### config.mk
export PLATFORM = sky130hd
export DESIGN_NAME = bram_bus_master_flat
export DESIGN_NICKNAME = d
export VERILOG_FILES = /design/src/rtl/bram_bus_pkg.sv /design/src/rtl/bram_bus_master_if.sv /design/src/rtl/bram_lane_align.sv /design/src/rtl/bram_bus_master.sv /design/src/flat_wrapper.sv
export SDC_FILE = /design/constraint.sdc
export NUM_CORES = 1
export LEC_CHECK = 0
export BUFFER_PORTS_ARGS = -buffer_cell sky130_fd_sc_hd__clkbuf_2
export CAP_MARGIN = 20
export CORE_UTILIZATION = 34
export CTS_CLUSTER_DIAMETER = 200
export DETAILED_ROUTE_END_ITERATION = 10
export PLACE_DENSITY = 0.57
export SETUP_SLACK_MARGIN = 0.2
export SLEW_MARGIN = 20
export SYNTH_ARGS = -nofsm -noshare
export SYNTH_HDL_FRONTEND = slang
export SYNTH_HIERARCHICAL = 1
export SYNTH_SLANG_ARGS = --single-unit
### constraint.sdc
create_clock -name clock -period 3.2 [get_ports clock]
set_input_delay 0.16 -clock clock [delete_from_list [all_inputs] [get_ports clock]]
set_output_delay 0.16 -clock clock [all_outputs]
set_load 0.05 [all_outputs]
### src/rtl/bram_bus_pkg.sv
// Shared types and helpers for the BRAM bus master and its lane aligner.
package bram_bus_pkg;

   typedef enum logic [2:0] {
      IDLE,
      ACC1,
      ACC2,
      WAIT,
      RESP
   } state_t;

   localparam logic SZ_BYTE = 1'b0;
   localparam logic SZ_WORD = 1'b1;

   // Byte-enable mask for the first access of a request; a word starting at
   // lane 3 naturally truncates to 4'b1000, which is the low half of a split.
   function automatic logic [3:0] lane_mask(input logic size, input logic [1:0] offset);
      logic [3:0] base;
      base = (size == SZ_WORD) ? 4'b0011 : 4'b0001;
      return base << offset;
   endfunction

endpackage

### src/rtl/bram_bus_master_if.sv
// CPU request/response handshake plus the 32-bit BRAM port, bundled together.
interface bram_bus_master_if #(
   parameter int ADDR_W = 15
);

   logic              req_valid;
   logic              req_ready;
   logic              req_we;
   logic              req_size;
   logic [ADDR_W-1:0] req_addr;
   logic [15:0]       req_wdata;
   logic              rsp_valid;
   logic [15:0]       rsp_rdata;
   logic [ADDR_W-3:0] mem_addr;
   logic              mem_we;
   logic [3:0]        mem_be;
   logic [31:0]       mem_wdata;
   logic [31:0]       mem_rdata;

   modport master (
      input  req_valid, req_we, req_size, req_addr, req_wdata, mem_rdata,
      output req_ready, rsp_valid, rsp_rdata, mem_addr, mem_we, mem_be, mem_wdata
   );

   modport slave (
      output req_valid, req_we, req_size, req_addr, req_wdata, mem_rdata,
      input  req_ready, rsp_valid, rsp_rdata, mem_addr, mem_we, mem_be, mem_wdata
   );

endinterface

### src/rtl/bram_lane_align.sv
// Places 16-bit write data onto 32-bit lanes and picks read bytes back out.
// The high byte always sits one lane above the low byte, wrapping lane 3 to
// lane 0, so one packed word serves both halves of a split access.
module bram_lane_align
   import bram_bus_pkg::*;
(
   input  logic        size,
   input  logic [1:0]  offset,
   input  logic [15:0] wdata,
   input  logic [31:0] rdata,
   output logic [31:0] wdata_lanes,
   output logic [7:0]  rd_lo,
   output logic [7:0]  rd_hi
);

   logic [1:0] hi_lane;

   // Lane packing for writes and lane extraction for reads.
   always_comb begin
      hi_lane     = offset + 2'd1;
      wdata_lanes = '0;
      wdata_lanes[{offset, 3'b000} +: 8] = wdata[7:0];
      if (size == SZ_WORD) begin
         wdata_lanes[{hi_lane, 3'b000} +: 8] = wdata[15:8];
      end
      rd_lo = rdata[{offset, 3'b000} +: 8];
      rd_hi = rdata[{hi_lane, 3'b000} +: 8];
   end

endmodule

### src/rtl/bram_bus_master.sv
// Turns single 8/16-bit CPU requests into one or two byte-enabled 32-bit BRAM
// accesses, absorbing the BRAM's one-cycle read latency. Every output is a
// register loaded from the value it should hold in the next state.
module bram_bus_master
   import bram_bus_pkg::*;
#(
   parameter int ADDR_W  = 15,
   parameter bit WRAP_EN = 1'b1
) (
   input logic clock,
   input logic reset,
   bram_bus_master_if.master bus
);

   localparam int WORD_W = ADDR_W - 2;

   state_t            state;
   state_t            next_state;

   logic              we_q;
   logic              size_q;
   logic [1:0]        off_q;
   logic [WORD_W-1:0] word_q;
   logic [7:0]        lo_q;

   logic              accept;
   logic              split;
   logic              top_word;
   logic              do_acc2;
   logic              align_size;
   logic [1:0]        align_off;
   logic [31:0]       wdata_lanes;
   logic [7:0]        rd_lo;
   logic [7:0]        rd_hi;

   logic              ready_n;
   logic              rsp_valid_n;
   logic [15:0]       rsp_rdata_n;
   logic [WORD_W-1:0] mem_addr_n;
   logic              mem_we_n;
   logic [3:0]        mem_be_n;
   logic [31:0]       mem_wdata_n;

   // While idle the aligner looks at the incoming request; afterwards it
   // works from the latched request so it can extract read bytes.
   always_comb begin
      accept     = bus.req_valid && bus.req_ready;
      split      = (size_q == SZ_WORD) && (off_q == 2'd3);
      top_word   = &word_q;
      do_acc2    = split && (WRAP_EN || !top_word);
      align_size = (state == IDLE) ? bus.req_size : size_q;
      align_off  = (state == IDLE) ? bus.req_addr[1:0] : off_q;
   end

   bram_lane_align u_align (
      .size        (align_size),
      .offset      (align_off),
      .wdata       (bus.req_wdata),
      .rdata       (bus.mem_rdata),
      .wdata_lanes (wdata_lanes),
      .rd_lo       (rd_lo),
      .rd_hi       (rd_hi)
   );

   // State register.
   always_ff @(posedge clock) begin
      if (reset) begin
         state <= IDLE;
      end else begin
         state <= next_state;
      end
   end

   // Next-state logic; writes need no read-capture cycle so they skip WAIT.
   always_comb begin
      next_state = state;
      case (state)
         IDLE: if (accept) next_state = ACC1;
         ACC1: begin
            if (do_acc2)   next_state = ACC2;
            else if (we_q) next_state = RESP;
            else           next_state = WAIT;
         end
         ACC2:    next_state = we_q ? RESP : WAIT;
         WAIT:    next_state = RESP;
         RESP:    next_state = IDLE;
         default: next_state = IDLE;
      endcase
   end

   // Next values of the registered outputs, keyed on the state being entered.
   // When entering RESP from WAIT, mem_rdata holds the last word accessed.
   always_comb begin
      ready_n     = (next_state == IDLE);
      rsp_valid_n = (next_state == RESP);
      rsp_rdata_n = bus.rsp_rdata;
      if (next_state == RESP) begin
         if (we_q)                         rsp_rdata_n = '0;
         else if (split && do_acc2)        rsp_rdata_n = {rd_hi, lo_q};
         else if (split)                   rsp_rdata_n = {8'h00, rd_lo};
         else if (size_q == SZ_WORD)       rsp_rdata_n = {rd_hi, rd_lo};
         else                              rsp_rdata_n = {8'h00, rd_lo};
      end

      mem_addr_n = bus.mem_addr;
      if (state == IDLE && accept) begin
         mem_addr_n = bus.req_addr[ADDR_W-1:2];
      end else if (next_state == ACC2) begin
         mem_addr_n = word_q + 1'b1;
      end

      mem_we_n    = 1'b0;
      mem_be_n    = 4'b0000;
      mem_wdata_n = bus.mem_wdata;
      if (next_state == ACC1) begin
         mem_we_n    = bus.req_we;
         mem_be_n    = lane_mask(bus.req_size, bus.req_addr[1:0]);
         mem_wdata_n = wdata_lanes;
      end else if (next_state == ACC2) begin
         mem_we_n = we_q;
         mem_be_n = 4'b0001;
      end
   end

   // Output registers, request context, and the split-read low-byte capture.
   always_ff @(posedge clock) begin
      if (reset) begin
         bus.req_ready <= 1'b0;
         bus.rsp_valid <= 1'b0;
         bus.rsp_rdata <= '0;
         bus.mem_addr  <= '0;
         bus.mem_we    <= 1'b0;
         bus.mem_be    <= '0;
         bus.mem_wdata <= '0;
         we_q          <= 1'b0;
         size_q        <= SZ_BYTE;
         off_q         <= '0;
         word_q        <= '0;
         lo_q          <= '0;
      end else begin
         bus.req_ready <= ready_n;
         bus.rsp_valid <= rsp_valid_n;
         bus.rsp_rdata <= rsp_rdata_n;
         bus.mem_addr  <= mem_addr_n;
         bus.mem_we    <= mem_we_n;
         bus.mem_be    <= mem_be_n;
         bus.mem_wdata <= mem_wdata_n;
         if (accept) begin
            we_q   <= bus.req_we;
            size_q <= bus.req_size;
            off_q  <= bus.req_addr[1:0];
            word_q <= bus.req_addr[ADDR_W-1:2];
         end
         if (state == ACC2) begin
            lo_q <= rd_lo;
         end
      end
   end

endmodule
### src/flat_wrapper.sv
// flat-port wrapper written by rule: the top's interface ports become plain ports
module bram_bus_master_flat import bram_bus_pkg::*;
#(
   parameter int ADDR_W  = 15,
   parameter bit WRAP_EN = 1'b1
)
  (clock, reset, bus_req_valid, bus_req_we, bus_req_size, bus_req_addr, bus_req_wdata, bus_mem_rdata, bus_req_ready, bus_rsp_valid, bus_rsp_rdata, bus_mem_addr, bus_mem_we, bus_mem_be, bus_mem_wdata);
  bram_bus_master_if #(.ADDR_W(ADDR_W)) bus_i ();
  input logic clock;
  input logic reset;
  input wire logic [$bits(bus_i.req_valid)-1:0] bus_req_valid;
  input wire logic [$bits(bus_i.req_we)-1:0] bus_req_we;
  input wire logic [$bits(bus_i.req_size)-1:0] bus_req_size;
  input wire logic [$bits(bus_i.req_addr)-1:0] bus_req_addr;
  input wire logic [$bits(bus_i.req_wdata)-1:0] bus_req_wdata;
  input wire logic [$bits(bus_i.mem_rdata)-1:0] bus_mem_rdata;
  output wire logic [$bits(bus_i.req_ready)-1:0] bus_req_ready;
  output wire logic [$bits(bus_i.rsp_valid)-1:0] bus_rsp_valid;
  output wire logic [$bits(bus_i.rsp_rdata)-1:0] bus_rsp_rdata;
  output wire logic [$bits(bus_i.mem_addr)-1:0] bus_mem_addr;
  output wire logic [$bits(bus_i.mem_we)-1:0] bus_mem_we;
  output wire logic [$bits(bus_i.mem_be)-1:0] bus_mem_be;
  output wire logic [$bits(bus_i.mem_wdata)-1:0] bus_mem_wdata;
  assign bus_i.req_valid = bus_req_valid;
  assign bus_i.req_we = bus_req_we;
  assign bus_i.req_size = bus_req_size;
  assign bus_i.req_addr = bus_req_addr;
  assign bus_i.req_wdata = bus_req_wdata;
  assign bus_i.mem_rdata = bus_mem_rdata;
  assign bus_req_ready = bus_i.req_ready;
  assign bus_rsp_valid = bus_i.rsp_valid;
  assign bus_rsp_rdata = bus_i.rsp_rdata;
  assign bus_mem_addr = bus_i.mem_addr;
  assign bus_mem_we = bus_i.mem_we;
  assign bus_mem_be = bus_i.mem_be;
  assign bus_mem_wdata = bus_i.mem_wdata;
  bram_bus_master #(.ADDR_W(ADDR_W), .WRAP_EN(WRAP_EN)) u_core (.clock(clock), .reset(reset), .bus(bus_i));
endmodule
==> metrics.cfg, run 1 <==
[synth]
synthCells=587
synth_flop_cell=dfxtp_1
async_flop_share_pct=0
ys.warnings.count=6
synth_enable_flop_cells=0
avgSynthCellArea_um2=8.45
synth_area_um2=4960
synth-seq-cells=96
synth_nets=664
synth_cell_type_count=53
ys_seq_area_share_pct=38.7

[floorplan]
initial_core_util_pct=35.3
die_w_um=123
core_um2=14000
die-area_um2=15100
fp-row-count=43
die_h_um=123
ios=136

[timing]
slew_headroom_pct=45.1
clock.fmax_ghz=0.375
drv_slew=0
rsz0062_at_grt=false
worstMarginPinSlew_ps=824
fin_tns_setup_ps=0
min_period_over_period_pct=83.4
min_period_ps=2670
finalHoldWorstSlack_ps=48.3
clock_skew_ps=6.66
hold_viol=0
setup_viol=0
setup_ws_ps=531

[min_path]
hp-start=bus_req_addr[12]
hold_class=input port to flop
hold_depth=3

[final_layout]
regArea_um2=1920
diodes=0
area_growth_pct=20.7
final_common_cell=nand2_1
final_cell_area_um2=5990
multiInputGateArea_um2=2780
nets=780
fillers=1398
layout_common_cells=nand2_1 (152), clkbuf_2 (135), dfxtp_1 (94)
drive_gt1_share_pct=26.0

[worst_setup_path]
cp.buffers_inverters=1
crit_type=flop to flop
max_stage_delay_ps=480
worstRegToRegCells=9
worst-path-stages=9
worstPathMaxFanout=13
crit_family=simple AND/OR/NAND/NOR gates
arrival_ps=2940
rr_startpoint=u_core/state[1]
cp_slowest_cell=or3_1
endpoint_kind=flop
cp_cell_sequence=nor3_4 > mux2_4 > inv_1 > ha_1 > nand2_1 > or3_1 > o22ai_1 > nand2_1 > a21oi_1
crit_top_cell=nand2_1
start_kind=flop
crit_path_start=u_core/state[1]
required_ps=3470

[clocking]
clock_sinks=96
clock_path_buffers=2
ctsResizeCount=0
cts-htree-levels=3
cts_hold_buf=0
clk_latency_ps=340
cts_tree=built
root_buffer=clkbuf_16
cts_buffers=9
cts_setup_buffers=0
path_clk_slew_ps=70

[global_route]
use_met2_pct=32.3
top_usage_layer=met2
met1_usage_pct=26.3
grt_pass1_vias=4484
grt_pass1_wl_mm=23.3
grt_antenna_before_repair=0
grt.total_usage_pct=20.0
grt_max_degree=47
grt_overflow_total=0
grt.met3_usage_pct=3.35

[job]
drv_cap=0

[drt]
totalWireLength_mm=14.8
drc_errors=0
dr.pass1.iters=5
vias_per_cell=5.41
ant_nets=0
drtIter0Drc=328
vias=4803
wl_per_cell_um=16.6

[power_and_ir_drop]
p_per_area_nw_per_um2=701
ir_drop_mv=0.233
p_leak_nw=2.36

[placement]
place_ws_ps=287
hpwl_mm=10.7
placed_area_um2=5710
port_buffers=135
gp_congestion=0.842

[outcome]
status=finished clean

==> metal layers <==
| metal | wire (um) | up-vias |
|---|---|---|
| met1 | 6630 | 2292 |
| met3 | 770 | 24 |
| li1 | - | 2326 |
| met4 | 306 | 0 |
| met2 | 7050 | 161 |
| met5 | 0 | - |
==> state kept, by name, indices dropped and copies added (netlist names), 2 cells and up <==
name,flops
u_core/bus.mem_addr,13
u_core/bus.mem_be,4
u_core/bus.mem_wdata,32
u_core/bus.rsp_rdata,16
u_core/lo_q,8
u_core/off_q,2
u_core/state,3
u_core/word_q,13
==> worst paths after layout <==
path	slack, ps	endpoint
worst max-delay path	530	u_core/bus.mem_wdata[23]
worst min-delay path	50	u_core/word_q[10]
worst max register to register	530	u_core/bus.mem_wdata[23]
worst min register to register	450	u_core/bus.rsp_rdata[1]
==> per-stage QoR <==
| stage | instances | power (mW) | utilization [%] |
|---|---|---|---|
| 6_report | 888 | 4.20 | 42.7 |
| 3_5_place_dp | 872 | 3.18 | 40.7 |
| 2_1_floorplan | 587 | 2.81 | - |
| 3_3_place_gp | 872 | 3.17 | 40.7 |
| 4_1_cts | 888 | 4.20 | 42.6 |
| 5_1_grt | 888 | 4.42 | 42.7 |
==> worst reg2reg max path, stage by stage, from the launching register on <==
cell and delay (ps):
dfxtp_2 390, nor3_4 240, mux2_4 330, inv_1 140
ha_1 430, nand2_1 70, or3_1 480, o22ai_1 290
nand2_1 90, a21oi_1 140
==> synthesized netlist by cell type, types with 9 or more instances <==
cell type / count / share of area (%)
a21oi_1: 76 / 7.7
o21ai_0: 12 / 1.2
a211o_1: 10 / 1.8
clkbuf_1: 17 / 1.3
dfxtp_1: 96 / 39
nand3_1: 23 / 2.3
mux2i_1: 10 / 2.0
nand2_1: 152 / 11
o22ai_1: 24 / 3.0
ha_1: 9 / 2.3
nor2_1: 18 / 1.4
nor3_1: 11 / 1.1
nand2b_1: 16 / 2.0
buf_4: 9 / 1.4
==> area by class of cell <==
| cell class | instances | share of cell area [%] |
|---|---|---|
| Clock buffer | 11 | 4.05 |
| Clock inverter | 5 | 0.522 |
| Inverter | 6 | 0.459 |
| Multi-Input combinational cell | 444 | 46.4 |
| Sequential cell | 96 | 32.1 |
| Tap cell | 180 | 3.76 |
| Timing Repair Buffer | 146 | 12.7 |
==> power breakdown <==
group | internal [mW] | switching (mW) | leakage [nW] | total [mW]
sequential | 1.32 | 0.120 | 0.778 | 1.44
combinational | 0.651 | 1.09 | 1.45 | 1.74
clock | 0.548 | 0.469 | 0.136 | 1.02
==> kinds of logic after synthesis <==
logic type / count (synthesis) / share of synthesized area, %
buffers and inverters: 47 / 5.29
adders and majority gates: 9 / 2.27
AOI/OAI and AO/OA: 149 / 18.3
muxes: 29 / 10.6
DFF: 96 / 38.7
and+or+nand+nor: 252 / 23.9
xor gates and xnor gates: 5 / 0.882
No activity file was read; power rests on OpenSTA's default activity.
==> inputs of run 2 (changes only) <==
--- a/config.mk
+++ b/config.mk
@@ -5,12 +5,13 @@
 export SDC_FILE = /design/constraint.sdc
 export NUM_CORES = 1
 export LEC_CHECK = 0
+export ABC_AREA = 1
 export BUFFER_PORTS_ARGS = -buffer_cell sky130_fd_sc_hd__clkbuf_2
 export CAP_MARGIN = 20
 export CORE_UTILIZATION = 34
 export CTS_CLUSTER_DIAMETER = 200
 export DETAILED_ROUTE_END_ITERATION = 10
-export PLACE_DENSITY = 0.57
+export PLACE_DENSITY = 0.58
 export SETUP_SLACK_MARGIN = 0.2
 export SLEW_MARGIN = 20
 export SYNTH_ARGS = -nofsm -noshare
==> constraint.sdc (replaced) <==
create_clock -name clock -period 2.15 [get_ports clock]
set_input_delay 0.1075 -clock clock [delete_from_list [all_inputs] [get_ports clock]]
set_output_delay 0.1075 -clock clock [all_outputs]
set_load 0.05 [all_outputs]
==> metrics.cfg, run 2 <==
[outcome]
status=finished clean

[timing]
clock.fmax_ghz=0.506  ; +35%
min_period_over_period_pct=91.9  ; +8.5 points
setup_ws_ps=175  ; -356 ps
slew_headroom_pct=64.7  ; +20 points
rsz0062_at_grt=true
hold_viol=0  ; unchanged
setup_viol=0  ; unchanged
min_period_ps=1970  ; -694 ps
clock_skew_ps=10.5  ; +3.80 ps
worstMarginPinSlew_ps=528  ; -296 ps
drv_slew=0  ; unchanged

[drt]
vias_per_cell=4.93  ; -8.9%
drc_errors=0  ; unchanged
ant_nets=0  ; unchanged
dr.pass1.iters=5  ; unchanged
wl_per_cell_um=13.8  ; -17%
totalWireLength_mm=16.1  ; +9.0%
vias=5751  ; +20%
drtIter0Drc=354  ; +7.9%

[synth]
synthCells=832  ; +42%
ys.warnings.count=6  ; unchanged
synth_nets=909  ; +37%
avgSynthCellArea_um2=6.38  ; -24%
netlist_top_cells_count=nand2_1 (247), nor2_1 (104), dfxtp_1 (96), a21oi_1 (78), nand3_1 (61)
async_flop_share_pct=0  ; unchanged
synth_top_area_share_pct=36.2  ; -2.5 points
ys_seq_area_share_pct=36.2  ; -2.5 points
synth-seq-cells=96  ; unchanged
synth_flop_cell=dfxtp_1
synth_enable_flop_cells=0  ; unchanged
yosysMostFrequentCell=nand2_1
synth_top_area_cell=dfxtp_1
synth_area_um2=5310  ; +7.0%
synthTopCellsByArea=dfxtp_1 (36%), nand2_1 (17%), a21oi_1 (7.3%)
synth_cell_type_count=33  ; -38%

[final_layout]
instances_no_fill=1167  ; +31%
diodes=0  ; unchanged
layout_common_cells=nand2_1 (237), clkbuf_2 (135), nor2_1 (100)
largest_reg_flops=32  ; unchanged
final_cell_area_um2=6870  ; +15%
drive_gt1_share_pct=25.7  ; -0.25 points
regMostFlops=u_core/bus.mem_wdata
reg.largest.list=u_core/bus.mem_wdata x32, u_core/bus.rsp_rdata x16
final_util_pct=45.2  ; +2.5 points
nets=1051  ; +35%
area_growth_pct=29.3
fillers=1619  ; +16%
final_common_cell=nand2_1

[power_and_ir_drop]
p_per_area_nw_per_um2=1320  ; +88%
power.total_mw=9.04  ; +120%
p_leak_nw=3.28  ; +39%
ir_drop_mv=0.508  ; +120%

[floorplan]
initial_core_util_pct=34.9  ; -0.40 points
die-area_um2=16100  ; +6.9%
die_w_um=127  ; +3.4%
core_um2=15200  ; +8.3%
ios=136  ; unchanged
die_h_um=127  ; +3.4%
fp-row-count=45  ; +4.7%

[clocking]
cts_buffers=9  ; unchanged
clk_latency_ps=360  ; +20 ps
path_clk_slew_ps=70  ; about the same
cts_tree=built
clock_path_buffers=2  ; unchanged
cts-htree-levels=3  ; unchanged
root_buffer=clkbuf_16
clock_sinks=96  ; unchanged

[global_route]
grt_max_degree=54  ; +15%
grt_overflow_total=0  ; unchanged
grt_antenna_before_repair=0  ; unchanged
grt_pass1_wl_mm=25.8  ; +11%
grt_pass1_vias=5197  ; +16%
grt.total_usage_pct=20.0  ; +0.050 points

[worst_setup_path]
start_kind=flop
cp.buffers_inverters=1  ; unchanged
crit_top_cell=nand2_1
endpoint_kind=flop
arrival_ps=2270  ; -670 ps
cp_slowest_cell=ha_4
cp_cell_sequence=nor2_4 > nand2_4 > o21ai_4 > inv_4 > ha_4 > nand2_4 > a21oi_4 > nand2_1 > nand2_1 > nand2_1 > a21oi_2
crit_family=compound AO/OA/AOI/OAI gates
crit_type=flop to flop
worstPathMaxFanout=8  ; -5
reg2reg_slack_ps=180  ; -360 ps
required_ps=2440  ; -1030 ps
max_stage_delay_ps=370  ; -110 ps

[placement]
gp_congestion=0.867  ; +3.0%
hpwl_mm=11.6  ; +8.7%
place_ws_ps=89.9  ; -197 ps
placed_area_um2=6320  ; +11%
post-place-cells=1141  ; +31%
port_buffers=135  ; unchanged

[min_path]
hold_class=input port to flop

[job]
drv_cap=0  ; unchanged

==> run 2: power breakdown <==
group | internal [mW] | leakage [nW] | total, mW | switching (mW)
clock network | 0.943 | 0.146 | 1.67 | 0.729
logic | 1.65 | 2.35 | 5.06 | 3.40
registers | 2.12 | 0.781 | 2.31 | 0.196
total | 4.71 | 3.28 | 9.04 | 4.33
==> run 2: layer usage <==
metal | part of all wire, % | vias to the layer above | global-route usage [%]
met3 | 6.5 | 22 | 4.94
met4 | 1.8 | 0 | 6.65
met1 | 47 | 2548 | 26.3
met2 | 45 | 186 | 32.2
met5 | 0 | - | 0
li1 | - | 2995 | -
==> run 2: layout make-up <==
class	count	area (um^2)	area share (%)
Clock inverter	5	63.8	0.929
Clock buffer	11	243	3.53
Inverter	67	262	3.81
Multi-Input combinational cell	628	3140	45.7
Timing Repair Buffer	172	1000	14.6
Tap cell	188	235	3.43
Sequential cell	96	1920	28.0
==> run 2: through the flow <==
stage / TNS, ps / hold WS, ps
4_1_cts: 0 / 0.948
6_report: 0 / 13.1
2_1_floorplan: -4720 / 180
3_3_place_gp: 0 / 353
5_1_grt: 0 / 26.9
3_5_place_dp: 0 / 357
==> run 2: path summary, 6_finish.rpt <==
| path | startpoint | depth (start not counted) | to |
|---|---|---|---|
| setup / recovery | u_core/state[0] | 11 | u_core/bus.mem_wdata[10] |
| hold / removal | bus_req_we | 3 | u_core/bus.mem_we |
| setup reg to reg | u_core/state[0] | 11 | u_core/bus.mem_wdata[10] |
| hold reg to reg | u_core/lo_q[3] | 2 | u_core/lo_q[3] |
==> run 2: cells by family (layout without fill, tap and decap cells) <==
kind of cell / after synthesis / after routing / share of synthesized area [%]
and+or+nand+nor: 464 / 464 / 37.7
AOI/OAI and AO/OA: 154 / 154 / 15.4
buffers and inverters: 108 / 255 / 8.43
DFF: 96 / 96 / 36.2
adders and majority gates: 9 / 9 / 2.12
xor gates and xnor gates: 1 / 1 / 0.165
==> run 2: worst min-delay path, delay by kind of cell <==
kind / cells / cell delay (ps)
buffers and inverters: 1 / 90
and+or+nand+nor: 1 / 60
AOI/OAI and AO/OA: 1 / 60
==> run 2: repair_timing <==
item | CTS | global route
endpoints found under the setup margin | 35 | 51
pin swaps | 7 | 29
hold buffers | 2 | 0
buffers inserted | 5 | 3
hold endpoints to repair | 2 | 0
resized for setup | 7 | 41
